`config.mk`:
```
export PLATFORM = sky130hd
export DESIGN_NAME = p_dot_seq
export DESIGN_NICKNAME = d
export VERILOG_FILES = /design/src/rtl/p_dot_seq_pkg.sv /design/src/rtl/p_dot_seq_mult.sv /design/src/rtl/p_dot_seq.sv
export SDC_FILE = /design/constraint.sdc
export NUM_CORES = 1
export LEC_CHECK = 0
export ABC_AREA = 1
export BUFFER_PORTS_ARGS = -buffer_cell sky130_fd_sc_hd__buf_2
export CAP_MARGIN = 0
export CORE_ASPECT_RATIO = 2
export CORE_MARGIN = 3
export CORE_UTILIZATION = 56
export DETAILED_ROUTE_END_ITERATION = 10
export PLACE_DENSITY = 0.76
export SLEW_MARGIN = 20
export SYNTH_ARGS = -nofsm -noshare
export SYNTH_HDL_FRONTEND = slang
export SYNTH_SLANG_ARGS = --single-unit
```
`constraint.sdc`:
```
create_clock -name clk -period 5.64 [get_ports clk]
set_clock_uncertainty 0.05 [all_clocks]
set_input_delay 0 -clock clk [delete_from_list [all_inputs] [get_ports clk]]
set_output_delay 0 -clock clk [all_outputs]
set_load 0.01 [all_outputs]
```
`src/rtl/p_dot_seq_pkg.sv`:
```
// Shared perceptron package: number-format descriptor, dot-product sequencer
// state encoding and the saturation bound helpers used by the datapath.
package p_dot_seq_pkg;

   typedef enum logic [1:0] {
      FXP = 2'd0,
      FLP = 2'd1
   } dtype_t;

   // Number format: signedness, total bit width and fractional bit count.
   typedef struct packed {
      dtype_t      dtype;
      logic        sign;
      int unsigned prec;
      int unsigned frac;
   } dconf_t;

   localparam dconf_t FXP_S8_F3 = '{dtype: FXP, sign: 1'b1, prec: 8, frac: 3};

   typedef enum logic [1:0] {
      IDLE  = 2'd0,
      RUN   = 2'd1,
      DRAIN = 2'd2,
      DONE  = 2'd3
   } p_dot_state_t;

   // Largest / smallest raw integer representable in format c (prec <= 63).
   function automatic longint sat_max(dconf_t c);
      return c.sign ? (64'sd1 <<< (c.prec - 1)) - 64'sd1
                    : (64'sd1 <<< c.prec) - 64'sd1;
   endfunction

   function automatic longint sat_min(dconf_t c);
      return c.sign ? -(64'sd1 <<< (c.prec - 1)) : 64'sd0;
   endfunction

endpackage

```
`src/rtl/p_dot_seq_mult.sv`:
```
// p_mult: combinational fixed-point multiplier with format conversion.
// The exact product is aligned to O_CONF.frac (truncating toward minus
// infinity when bits are dropped) and saturated to O_CONF.prec.
// Ports:
//   in1     operand 1, I1_CONF format
//   in2     operand 2, I2_CONF format
//   out     product, O_CONF format
//   ovf     product clamped to the format maximum
//   udf     product clamped to the format minimum
//   rounded nonzero fraction bits were discarded
module p_mult
   import p_dot_seq_pkg::*;
#(
   parameter dconf_t I1_CONF = FXP_S8_F3,
   parameter dconf_t I2_CONF = FXP_S8_F3,
   parameter dconf_t O_CONF  = '{dtype: FXP, sign: I1_CONF.sign | I2_CONF.sign,
                                 prec: I1_CONF.prec + I2_CONF.prec,
                                 frac: I1_CONF.frac + I2_CONF.frac}
) (
   input  logic [I1_CONF.prec-1:0] in1,
   input  logic [I2_CONF.prec-1:0] in2,
   output logic [O_CONF.prec-1:0]  out,
   output logic                    ovf,
   output logic                    udf,
   output logic                    rounded
);

   localparam int     PF    = int'(I1_CONF.frac + I2_CONF.frac);
   localparam int     OF    = int'(O_CONF.frac);
   localparam int     SHR   = (PF > OF) ? PF - OF : 0;
   localparam int     SHL   = (OF > PF) ? OF - PF : 0;
   localparam longint MASK  = (64'sd1 <<< SHR) - 64'sd1;
   localparam longint MAXV  = sat_max(O_CONF);
   localparam longint MINV  = sat_min(O_CONF);

   longint a_ext;
   longint b_ext;
   longint prod;
   longint aligned;

   always_comb begin
      a_ext   = I1_CONF.sign ? longint'(signed'(in1)) : longint'(in1);
      b_ext   = I2_CONF.sign ? longint'(signed'(in2)) : longint'(in2);
      prod    = a_ext * b_ext;
      aligned = (prod >>> SHR) <<< SHL;
      rounded = (prod & MASK) != 64'sd0;
      ovf     = aligned > MAXV;
      udf     = aligned < MINV;
      if (ovf)
         out = MAXV[O_CONF.prec-1:0];
      else if (udf)
         out = MINV[O_CONF.prec-1:0];
      else
         out = aligned[O_CONF.prec-1:0];
   end

endmodule

```
`src/rtl/p_dot_seq.sv`:
```
// p_dot_seq: sequential saturating dot product. Operand pairs stream in
// through a valid/ready handshake, each product is registered and then
// accumulated one cycle later, and the result is held until consumed.
//
//   state | meaning
//   IDLE  | waiting for start; outputs quiet
//   RUN   | accepting operand pairs, cnt counts down remaining elements
//   DRAIN | no new input; last registered product is accumulated
//   DONE  | result and sticky flags presented until out_ready
//
// Ports:
//   clk, reset_            clock, async active-low reset
//   start, len             job request and element count (IDLE only)
//   in_valid/in_ready      operand handshake, in1/in2 operands
//   out_valid/out_ready    result handshake, out accumulated result
//   ovf, udf, rounded      sticky flags for the current job
//   busy                   any state other than IDLE
module p_dot_seq
   import p_dot_seq_pkg::*;
#(
   parameter dconf_t I1_CONF = FXP_S8_F3,
   parameter dconf_t I2_CONF = FXP_S8_F3,
   parameter dconf_t O_CONF  = '{dtype: FXP, sign: I1_CONF.sign | I2_CONF.sign,
                                 prec: I1_CONF.prec + I2_CONF.prec,
                                 frac: I1_CONF.frac + I2_CONF.frac},
   parameter int     LEN_W   = 8
) (
   input  logic                    clk,
   input  logic                    reset_,
   input  logic                    start,
   input  logic [LEN_W-1:0]        len,
   input  logic                    in_valid,
   output logic                    in_ready,
   input  logic [I1_CONF.prec-1:0] in1,
   input  logic [I2_CONF.prec-1:0] in2,
   output logic                    out_valid,
   input  logic                    out_ready,
   output logic [O_CONF.prec-1:0]  out,
   output logic                    ovf,
   output logic                    udf,
   output logic                    rounded,
   output logic                    busy
);

   localparam int     OW      = int'(O_CONF.prec);
   localparam longint ACC_MAX = sat_max(O_CONF);
   localparam longint ACC_MIN = sat_min(O_CONF);

   p_dot_state_t   state_q, state_d;
   logic [LEN_W-1:0] cnt_q, cnt_d;
   logic [OW-1:0]  acc_q, acc_d;
   logic [OW-1:0]  preg_q, preg_d;
   logic           pvalid_q, pvalid_d;
   logic           ovf_q, ovf_d;
   logic           udf_q, udf_d;
   logic           rnd_q, rnd_d;

   logic [OW-1:0]  m_out;
   logic           m_ovf;
   logic           m_udf;
   logic           m_rnd;

   longint         sum;
   logic           sum_hi;
   logic           sum_lo;
   logic [OW-1:0]  sum_sat;

   p_mult #(
      .I1_CONF (I1_CONF),
      .I2_CONF (I2_CONF),
      .O_CONF  (O_CONF)
   ) u_mult (
      .in1     (in1),
      .in2     (in2),
      .out     (m_out),
      .ovf     (m_ovf),
      .udf     (m_udf),
      .rounded (m_rnd)
   );

   // acc and preg share O_CONF, so the sum needs no alignment; both
   // saturation directions report as ovf.
   always_comb begin
      sum = O_CONF.sign ? longint'(signed'(acc_q)) + longint'(signed'(preg_q))
                        : longint'(acc_q) + longint'(preg_q);
      sum_hi = sum > ACC_MAX;
      sum_lo = sum < ACC_MIN;
      if (sum_hi)
         sum_sat = ACC_MAX[OW-1:0];
      else if (sum_lo)
         sum_sat = ACC_MIN[OW-1:0];
      else
         sum_sat = sum[OW-1:0];
   end

   always_comb begin
      state_d  = state_q;
      cnt_d    = cnt_q;
      acc_d    = acc_q;
      preg_d   = preg_q;
      pvalid_d = 1'b0;
      ovf_d    = ovf_q;
      udf_d    = udf_q;
      rnd_d    = rnd_q;

      if (pvalid_q) begin
         acc_d = sum_sat;
         ovf_d = ovf_q | sum_hi | sum_lo;
      end

      unique case (state_q)
         IDLE: begin
            if (start) begin
               cnt_d   = len;
               acc_d   = '0;
               preg_d  = '0;
               ovf_d   = 1'b0;
               udf_d   = 1'b0;
               rnd_d   = 1'b0;
               state_d = (len != '0) ? RUN : DONE;
            end
         end
         RUN: begin
            if (in_valid) begin
               preg_d   = m_out;
               pvalid_d = 1'b1;
               cnt_d    = cnt_q - LEN_W'(1);
               ovf_d    = ovf_d | m_ovf;
               udf_d    = udf_q | m_udf;
               rnd_d    = rnd_q | m_rnd;
               if (cnt_q == LEN_W'(1))
                  state_d = DRAIN;
            end
         end
         DRAIN: state_d = DONE;
         DONE: begin
            if (out_ready)
               state_d = IDLE;
         end
         default: state_d = IDLE;
      endcase
   end

   always_ff @(posedge clk or negedge reset_) begin
      if (!reset_) begin
         state_q  <= IDLE;
         cnt_q    <= '0;
         acc_q    <= '0;
         preg_q   <= '0;
         pvalid_q <= 1'b0;
         ovf_q    <= 1'b0;
         udf_q    <= 1'b0;
         rnd_q    <= 1'b0;
      end else begin
         state_q  <= state_d;
         cnt_q    <= cnt_d;
         acc_q    <= acc_d;
         preg_q   <= preg_d;
         pvalid_q <= pvalid_d;
         ovf_q    <= ovf_d;
         udf_q    <= udf_d;
         rnd_q    <= rnd_d;
      end
   end

   assign in_ready  = (state_q == RUN);
   assign out_valid = (state_q == DONE);
   assign busy      = (state_q != IDLE);
   assign out       = acc_q;
   assign ovf       = ovf_q;
   assign udf       = udf_q;
   assign rounded   = rnd_q;

endmodule

```
==> metrics.txt, run 1 <==
Max Buffers Root-to-Sink 2; die area 0.0112 mm2; row count 50; min setup slack post-route 1.67 ns; n_diodes 0; final setup vio count 0; FF+latch count, synth 45; Yosys top cell by area dfrtp_1; pwr/cell area 492 mW/mm2; layout cell share with drive strength beyond 1 9.49%; # H-tree levels 2; total wire length 12100 um; Tmin final 3.97 ns; TNS Setup 0 ns; Layout Nets 915; # clock sinks 45; largest net degree at the start of global routing 46; number of global-route vias before repair 4990; Req. time, crit path 5.77 ns; first-pass GRT wire length 21600 um; synth top area cells dfrtp_1, fa_1, nand2_1, ha_1, inv_1; slew margin rel. 51.4%; max frequency 252 MHz; RePlAce Congestion 0.955; overall power 0.00294 W; vias 4718; CP max FO 8; via/cell ratio 5.18; commonest non-fill, non-tap cell in the layout nand2_1; DP HPWL 10200 um; number of DRC markers in iteration 0 240; 1st-pass router iterations 6; synth warn 0; share of the yosys chip area belonging to registers 20.4%; fin. max-slew vios 0; Fin. Hold Viols 0; Post-Syn Nets 881; die height 146 um; Clock Latency Late Sink 0.29 ns; Static Leak 3.52 nW; Core Footprint 0.00951 mm2; RSZ-0062 raised after global routing false; Crit Path Class in -> reg; Antenna Nets Post-Route 0; num ports 51; Tcrit/Tclk final 70.4%; initial antenna violation count 0; Synth cell types 36; post-synthesis cell area 0.00552 mm2; number of buffers added on ports 49; Hold Path Class in -> reg; synthesized netlist cell count 745; Root Buffer clkbuf_16; max-cap violations 0; Place WS 1.45 ns; hold_ws 0.0149 ns; WL per Instance 13.3 um; startpoint types input port; CTS clk-pin slew, worst paths 0.06 ns; GRT overflow 0; Remaining DRCs 0; worst vdd ir 0.000278 V; WP data arrival 4.10 ns; most frequent cells in the layout nand2_1, inv_1, fa_1; worst-margin pin slew 0.726 ns; endpoint class of the critical path flop; GRT Overall Usage 23.6%; CTS tree yes; Mean Syn Cell Area 7.41 um2; status finished, final reports clean; Layout area overhead 8.20%; CTS buffer count 5; share of the synthesized area in the top cell type 20.4%; Starting Density 58.1%; Die W 76.2 um
==> path summary, 6_finish.rpt <==
kind | startpoint | endpoint | slack (ns) | cells after the start
max | in2[7] | preg_q[14]$_DFFE_PN0P_ | 1.67 | 20
min reg2reg | preg_q[9]$_DFFE_PN0P_ | preg_q[9]$_DFFE_PN0P_ | 0.45 | 2
max reg2reg | state_q[1]$_DFFE_PN0P_ | cnt_q[4]$_DFFE_PN0P_ | 2.80 | 10
min | len[5] | cnt_q[5]$_DFFE_PN0P_ | 0.01 | 3
max in group asynchronous | reset_ | cnt_q[7]$_DFFE_PN0P_ | 4.95 | 2
min in group asynchronous | reset_ | out[1]$_DFF_PN0_ | 0.19 | 2
==> area by class of cell <==
| cell class | instances | area, um2 |
|---|---|---|
| fillers | 853 | 3530 |
| inverters | 171 | 642 |
| repair buffers | 53 | 288 |
| flip-flops and latches | 45 | 1130 |
| well taps | 130 | 163 |
| clock buffers | 8 | 136 |
| multi-input cells | 503 | 3620 |
==> critical path: stages <==
cell     delay, ns
buf_2         0.10
inv_1         0.11
or2_2         0.31
fa_1          0.50
fa_1          0.54
inv_1         0.05
fa_1          0.53
inv_1         0.06
fa_1          0.53
inv_1         0.04
ha_1          0.34
nand3_1       0.09
nand3_1       0.13
nand4_1       0.10
nand2_1       0.08
nand2_1       0.10
a21oi_1       0.21
o21ai_0       0.13
nand3_1       0.08
nand2_1       0.05
==> synth_stat cells (all sizes together) <==
master	instances
nor3	7
a21o	1
buf	6
nand4	5
dfrtp	45
xnor2	10
conb	1
o221ai	1
a21oi	43
fa	56
and2	2
xor2	12
nand3	19
clkbuf	19
bufbuf	1
o21ai	43
o211ai	1
ha	51
o31ai	3
a211oi	1
inv	171
o21a	1
a32o	1
or2	3
nand2	187
nand3b	2
nor2	50
a31oi	3
==> metrics by stage <==
step | area (um2) | utilization (%) | std cells
final | 5970 | 62.8 | 910
after global routing | 5970 | 62.8 | 910
after CTS | 5970 | 62.7 | 910
after detailed placement | 5790 | 60.9 | 898
after global placement | 5790 | 60.9 | 898
after floorplan | 5520 | - | 745
==> timing repair <==
action / in CTS / in global routing
endpoints found under the setup margin: 0 / 0
gates resized for setup: 0 / 0
endpoints found under the hold margin: 48 / 0
buffers inserted: 0 / 0
hold buffers: 4 / 0
==> sequential cells by signal (all words and copies together), names as in the netlist <==
signal	count
udf	1
state_q	2
out	16
pvalid_q	1
cnt_q	8
preg_q	16
ovf	1
==> logic make-up after synthesis <==
logic type | synth area share [%]
buffers and inverters | 14.2
AOI/OAI and AO/OA | 9.43
other | 0.0679
DFF | 20.4
adders and majority gates | 31.9
and+or+nand+nor | 20.6
xor gates and xnor gates | 3.49
==> where the power goes <==
part	total, W	internal [W]	switching (W)
clock	0.000285	0.000165	0.000120
sequential	0.000588	0.000469	0.000120
combinational	0.00207	0.000778	0.00129
total	0.00294	0.00141	0.00153
==> layer usage <==
metal	vias up	wire (um)	track usage [%]
met5	-	0	0
met2	99	7050	47.1
li1	2315	-	-
met3	34	284	1.60
met4	0	492	12.8
met1	2270	4270	23.5
Power figures use the tool's default switching activity.
==> inputs of run 2 (changes only) <==
--- a/config.mk
+++ b/config.mk
@@ -5,7 +5,7 @@
 export SDC_FILE = /design/constraint.sdc
 export NUM_CORES = 1
 export LEC_CHECK = 0
-export ABC_AREA = 1
+export ABC_AREA = 0
 export BUFFER_PORTS_ARGS = -buffer_cell sky130_fd_sc_hd__buf_2
 export CAP_MARGIN = 0
 export CORE_ASPECT_RATIO = 2
==> constraint.sdc (replaced) <==
create_clock -name clk -period 4 [get_ports clk]
set_clock_uncertainty 0.05 [all_clocks]
set_input_delay 0 -clock clk [delete_from_list [all_inputs] [get_ports clk]]
set_output_delay 0 -clock clk [all_outputs]
set_load 0.01 [all_outputs]
==> run 2 against run 1 <==
  * Largest cell class unchanged
  * Final area rose by 8.1%
  * Final cell count decreased by 9.9%
  * Die area increased by 0.72%
  * Synthesized cell count down 19%
  * Via count decreased by 2.6%
  * Area after synthesis increased by 0.77%
  * The flow now finishes with violations (hold timing)
  * Flip-flop and latch count did not move
  * Routed wire length increased by 9.4%
==> metrics.txt, run 2 <==
status finished, violations left; violated checks hold timing; number of flops mapped to enable cells by yosys 0 (unchanged); CP max FO 5 (-3); min setup slack post-route 0.144 ns (-1.53 ns); # H-tree levels 2 (unchanged); Levels on crit path 14 (-30%); via/cell ratio 5.60 (+8.1%); row count 50 (unchanged); most frequent cells in the layout inv_1, fa_1, ha_1; r2r setup slk 0.76 ns (-2.04 ns); Worst R2R Path Depth 9 (-1); number of buffers added on ports 49 (unchanged); share of the synthesized area in the top cell type 20.2% (-0.16 points); CTS tree yes; die height 147 um (+0.37%); Max Buffers Root-to-Sink 2 (unchanged); startpoint types input port; synthesized netlist cell count 603 (-19%); Setup Buffers After CTS 0 (unchanged); 1st-pass router iterations 4 (-2); WL per Instance 16.2 um (+21%); largest net degree at the start of global routing 46 (unchanged); n_diodes 0 (unchanged); number of DRC markers in iteration 0 172 (-28%); Post-Syn Nets 739 (-16%); Critical Path Sink preg_q[14]$_DFFE_PN0P_; Crit Path Class in -> reg; critical path's most frequent cell fa_1; ys flop type dfrtp_1; Crit path max-delay family adder cells; max-cap violations 0 (unchanged); Multi-input gate area 0.00405 mm2 (+12%); first-pass GRT wire length 23200 um (+7.6%); Core Footprint 0.00951 mm2 (unchanged); post-synthesis cell area 0.00556 mm2 (+0.77%); RePlAce Congestion 0.916 (-4.1%); GRT overflow 0 (unchanged); initial antenna violation count 0 (unchanged); worst r2r src out[0]$_DFF_PN0_; Post-synth ARST share 100% (unchanged); Fin. Hold Viols 1 (+1); synth top area cells dfrtp_1, fa_1, ha_1, inv_1, and2_1; overall power 0.00492 W (+67%); most frequent cell after synthesis inv_1; max frequency 259 MHz; endpoint class of the critical path flop; Die W 76.5 um (+0.35%); most common library cells after synthesis inv_1, fa_1, ha_1, nand2_1, dfrtp_1; WP data arrival 3.98 ns (-0.12 ns); layout cell share with drive strength beyond 1 21.2% (+12 points); Yosys top cell by area dfrtp_1; Root Buffer clkbuf_16; CP max-delay cell fa_1; GRT Overall Usage 25.6% (+2.0 points); Clock Latency Late Sink 0.30 ns (about the same); share of the yosys chip area belonging to registers 20.2% (-0.16 points); Place WS -0.263 ns (-1.72 ns); fillcell total 804 (-5.7%); fin. max-slew vios 0 (unchanged); Starting Density 58.5% (+0.45 points); # clock sinks 45 (unchanged); Layout Nets 825 (-9.8%); reg2reg end out[0]$_DFF_PN0_; Synth cell types 68 (+89%); Tcrit/Tclk final 96.4%; crit path from in2[7]; hold_ws -0.00819 ns (-0.0231 ns); Req. time, crit path 4.13 ns (-1.64 ns); commonest non-fill, non-tap cell in the layout inv_1; slew margin rel. 32.5% (-19 points); worst vdd ir 0.000368 V (+32%); pwr/cell area 761 mW/mm2 (+55%); num ports 51 (unchanged); Mean Syn Cell Area 9.23 um2 (+25%); area occupied by registers 0.00113 mm2 (unchanged); Remaining DRCs 0 (unchanged); CTS clk-pin slew, worst paths 0.06 ns (about the same); FF+latch count, synth 45 (unchanged); vias 4596 (-2.6%); Tmin final 3.86 ns; Bufs and invs on worst path 3 (-2); Hold Path Class in -> reg; CTS buffer count 5 (unchanged); cells along the critical path buf_2 > nor2b_2 > fa_1 > fa_1 > fa_1 > inv_1 > fa_1 > inv_1 > ha_1 > or2_2 > a211o_1 > a31oi_1 > xnor2_1 > a22o_1; DP HPWL 11100 um (+9.7%); die area 0.0112 mm2 (+0.72%); total wire length 13200 um (+9.4%); worst-margin pin slew 1.01 ns (+0.287 ns); slowest stage delay, CP 0.54 ns (about the same); Static Leak 3.16 nW (-10%); Antenna Nets Post-Route 0 (unchanged); number of global-route vias before repair 5038 (+0.96%); final setup vio count 0 (unchanged); Layout area overhead 16.1%; synth warn 0 (unchanged)
==> run 2: cell types whose count changed in the layout (fill, tap and decap cells not counted), sizes merged, moves of 14 or more <==
cell and delta:
buf +41, nand2 -140, inv -80, maj3 +14, nor2 -29, and2 +41
==> run 2: worst min path at each step <==
stage,start,to,slack (ns),cells past startpoint
after floorplan,reset_,cnt_q[0]$_DFFE_PN0P_,-0.35,0
after detailed placement,reset_,state_q[1]$_DFFE_PN0P_,0.17,1
after global routing,in_valid,pvalid_q$_DFF_PN0_,0.02,3
final,in_valid,pvalid_q$_DFF_PN0_,-0.008,3
after CTS,len[7],cnt_q[7]$_DFFE_PN0P_,0.001,3
after global placement,reset_,state_q[0]$_DFFE_PN0P_,0.16,1
==> run 2: power breakdown <==
group / internal (W) / switching (W) / leakage, nW
combinational: 0.00165 / 0.00199 / 2.51
sequential: 0.000651 / 0.000195 / 0.569
clock: 0.000249 / 0.000179 / 0.0768
total: 0.00255 / 0.00236 / 3.16
==> run 2: what timing repair did <==
action | in CTS | in global routing
endpoints found under the hold margin | 51 | 0
setup endpoints to repair | 0 | 4
gates resized for setup | 0 | 13
hold buffers | 7 | 0
==> run 2: metrics by stage <==
step / util, % / std cells / instance area (um2) / hold slack (ns) / setup TNS, ns
2_1_floorplan: - / 603 / 5560 / -0.346 / 0
6_report: 67.9 / 820 / 6460 / -0.00819 / 0
3_3_place_gp: 65.1 / 805 / 6190 / 0.158 / -0.325
4_1_cts: 67.4 / 820 / 6410 / 0.00131 / 0
5_1_grt: 67.9 / 820 / 6460 / 0.0189 / -0.0234
3_5_place_dp: 65.1 / 805 / 6190 / 0.174 / -0.705
==> run 2: kinds of logic (layout without fill, tap and decap cells) <==
logic type / after synthesis / count (layout) / share of synthesized area (%)
AO/OA/AOI/OAI: 131 / 131 / 16.9
buffers and inverters: 109 / 196 / 7.76
AND/OR/NAND/NOR: 165 / 165 / 15.6
adder cells (fa/ha/maj): 121 / 121 / 34.3
flip-flops: 45 / 45 / 20.2
other: 1 / 1 / 0.0674
multiplexers: 6 / 6 / 1.12
XOR/XNOR: 25 / 25 / 3.94
==> run 2: routing by layer <==
layer | share of wire (%) | GRT usage [%]
met5 | 0 | 0
met4 | 4.8 | 14.3
met3 | 3.0 | 2.58
met2 | 59 | 50.9
met1 | 33 | 24.9
==> run 2: cell type report <==
cell class | instances | area share, %
multi-input combinational | 449 | 62.7
sequential | 45 | 17.4
timing repair buffer | 97 | 9.68
inverter | 91 | 5.29
tap | 130 | 2.52
clock buffer | 6 | 2.15
clock inverter | 2 | 0.213
==> run 2: worst register-to-register path: stages (launching register included) <==
cell      delay (ns)
dfrtp_1         0.41
ha_1            0.26
fa_1            0.42
a21oi_1         0.25
o211ai_1        0.13
a21oi_1         0.43
o21ai_2         0.20
o21ai_4         0.53
maj3_2          0.35
a21oi_2         0.06
==> inputs of run 3 (changes only) <==
--- a/config.mk
+++ b/config.mk
@@ -12,8 +12,9 @@
 export CORE_MARGIN = 3
 export CORE_UTILIZATION = 56
 export DETAILED_ROUTE_END_ITERATION = 10
-export PLACE_DENSITY = 0.76
+export PLACE_DENSITY_LB_ADDON = 0.25
 export SLEW_MARGIN = 20
 export SYNTH_ARGS = -nofsm -noshare
 export SYNTH_HDL_FRONTEND = slang
+export SYNTH_HIERARCHICAL = 1
 export SYNTH_SLANG_ARGS = --single-unit
==> run 3 against run 2 <==
  * The flow now finishes without violations
  * Non-clock buffer count fell by 24
  * First-iteration DRC count fell by 22%
  * Final cell count fell by 2.3%
  * Synthesized cell count grew 0.50%
  * Total power shrank 4.6%
==> metrics.txt, run 3 <==
GRT Overall Usage 22.7% (-2.9 points); Static Leak 3.02 nW (-4.3%); post-synthesis mux area share 0.791% (-0.33 points); Antenna Nets Post-Route 0 (unchanged); Yosys top cell by area dfrtp_1; DP HPWL 10400 um (-6.7%); worst-margin pin slew 0.664 ns (-0.348 ns); worst vdd ir 0.000380 V (+3.3%); WP data arrival 3.94 ns (-0.04 ns); Remaining DRCs 0 (unchanged); fillcell total 837 (+4.1%); hold_ws 0.0254 ns (+0.0336 ns); cells along the critical path buf_2 > nor2b_1 > fa_1 > fa_1 > fa_1 > inv_1 > fa_1 > inv_1 > ha_1 > a21oi_1 > nand2_1 > o21ai_1 > a21oi_1 > xnor2_1 > a22o_1; TNS Setup 0 ns (unchanged); Die W 76.3 um (-0.21%); number of flops mapped to enable cells by yosys 0 (unchanged); first-pass GRT wire length 20700 um (-11%); pwr/cell area 760 mW/mm2 (about the same); largest net degree at the start of global routing 47 (+2.2%); critical path's most frequent cell fa_1; ys flop type dfrtp_1; Area after DPL 0.00596 mm2 (-3.7%); Synth Area in Simple Gates 16.0% (+0.36 points); Crit Path Class in -> reg; Setup Buffers After CTS 0 (unchanged); WL per Instance 15.3 um (-5.6%); startpoint types input port; Tmin final 3.81 ns (-0.0414 ns); share of the yosys chip area belonging to registers 20.8% (+0.54 points); power share of the clock group 8.4% (-0.3 points); Post-Synth Adder-Cell Area 31.8% (-2.6 points); total wire length 12200 um (-7.7%); Core Footprint 0.00951 mm2 (unchanged); CP max FO 9 (+4); CP max-delay cell fa_1; Max Buffers Root-to-Sink 2 (unchanged); xor and xnor area share after synthesis 4.43% (+0.49 points); hold buffer count at CTS 7 (unchanged); GRT overflow 0 (unchanged); highest routed metal layer met4; Starting Density 58.2% (-0.26 points); number of DRC markers in iteration 0 134 (-22%); Layout area overhead 11.3%; slowest stage delay, CP 0.54 ns (about the same); most frequent cell after synthesis inv_1; Tcrit/Tclk final 95.4% (-1.0 points); # clock sinks 46 (+2.2%); Pint 0.00239 W (-6.5%); commonest non-fill, non-tap cell in the layout inv_1; CTS clk-pin slew, worst paths 0.06 ns (about the same); Fin. Hold Viols 0 (-1); Req. time, crit path 4.13 ns (about the same); Flop pwr share 18.8% (+1.6 points); num ports 51 (unchanged); Root Buffer clkbuf_16; met2 WL post-DR 7280 um (-7.3%); max-cap violations 0 (unchanged); Comb power frac 72.8% (-1.3 points); 1st-pass router iterations 5 (+1); metal3 WL 274 um (-30%); Clock Latency Late Sink 0.29 ns (about the same); most frequent cells in the layout inv_1, fa_1, ha_1; Hold Path Class in -> reg; CTS tree yes; max frequency 262 MHz (+1.1%); CTS resizes 0 (unchanged); FF+latch count, synth 46 (+2.2%); final setup vio count 0 (unchanged); number of global-route vias before repair 4725 (-6.2%); design area 0.00617 mm2 (-4.5%); Layout Nets 807 (-2.2%); RSZ-0062 raised after global routing false; status finished, final reports clean; initial antenna violation count 0 (unchanged); met1 wire length 4070 um (-6.7%); layout cell share with drive strength beyond 1 15.5% (-5.7 points); main combinational cell family by area after synthesis adder cells; fin. max-slew vios 0 (unchanged); CTS buffer count 5 (unchanged); vias 4382 (-4.7%); via/cell ratio 5.47 (-2.4%); # H-tree levels 2 (unchanged); Synth Area in Compound Gates 17.3% (+0.37 points); switching pwr 0.00230 W (-2.5%); synthesized netlist cell count 606 (+0.50%); Util after Layout 64.9% (-3.1 points); share of the synthesized area in the top cell type 20.8% (+0.54 points); Mean Syn Cell Area 9.14 um2 (-0.94%); Post-synth ARST share 100% (unchanged); row count 50 (unchanged); endpoint class of the critical path flop; synth top area cells dfrtp_1, fa_1, ha_1, inv_1, and2_1; post-synthesis cell area 0.00554 mm2 (-0.45%); RePlAce Congestion 0.894 (-2.4%); Switching Fraction 49.1% (+1.0 points); n_diodes 0 (unchanged); Synth cell types 58 (-15%); most common library cells after synthesis inv_1, fa_1, ha_1, and2_1, dfrtp_1; slew margin rel. 55.7% (+23 points); number of buffers added on ports 50 (+2.0%); die height 147 um (-0.21%); synth warn 6 (+6); die area 0.0112 mm2 (-0.42%)
==> run 3: power groups by stage <==
stage | clock network [W] | registers (W) | logic [W]
finish | 0.000395 | 0.000882 | 0.00341
global route | 0.000422 | 0.000908 | 0.00383
CTS | 0.000403 | 0.000879 | 0.00344
detailed placement | 0 | 0.000887 | 0.00342
global placement | 0 | 0.000876 | 0.00332
floorplan | 0 | 0.000861 | 0.00264
==> run 3: layer usage <==
layer	GRT usage [%]	up-vias
li1	-	2121
met1	19.6	2122
met2	48.0	96
met3	1.91	43
met4	12.8	0
met5	0	-
==> run 3: final timing paths <==
check | to | start | cells after the start | slack [ns]
max | preg_q[15]$_DFFE_PN0P_ | in2[7] | 15 | 0.19
min | cnt_q[6]$_DFFE_PN0P_ | len[6] | 3 | 0.03
max reg2reg | out[11]$_DFF_PN0_ | out[0]$_DFF_PN0_ | 10 | 1.03
min reg2reg | rounded$_DFFE_PN0P_ | rounded$_DFFE_PN0P_ | 2 | 0.45
max in group asynchronous | cnt_q[7]$_DFFE_PN0P_ | reset_ | 2 | 3.29
min in group asynchronous | out[1]$_DFF_PN0_ | reset_ | 2 | 0.20
==> run 3: metrics by stage <==
stage               setup WS [ns]  cells  power (W)
global placement           0.0167    787    0.00420
CTS                         0.201    801    0.00472
global route               0.0142    801    0.00516
floorplan                   0.113    608    0.00350
finish                      0.185    801    0.00469
detailed placement        -0.0936    787    0.00431
==> run 3: final cells by class <==
| class | count | area [um2] | share of cell area (%) |
|---|---|---|---|
| repair buffers | 73 | 443 | 7.18 |
| clock buffers | 5 | 125 | 2.03 |
| flip-flops and latches | 46 | 1150 | 18.7 |
| multi-input cells | 446 | 3900 | 63.3 |
| inverters | 99 | 372 | 6.03 |
| well taps | 130 | 163 | 2.64 |
| clock inverters | 2 | 10.0 | 0.162 |
==> run 3: worst max-delay path: cells and delay by family <==
kind / cells / cell delay [ns]
compound gates: 4 / 0.77
xor+xnor: 1 / 0.14
simple gates: 2 / 0.34
fa+ha+maj: 5 / 2.41
buf+inv: 3 / 0.27
==> run 3: kinds of logic after synthesis <==
logic type | after synthesis
AOI/OAI and AO/OA | 142
muxes | 3
DFF | 46
buffers and inverters | 116
xor gates and xnor gates | 28
other | 1
and+or+nand+nor | 163
adders and majority gates | 107
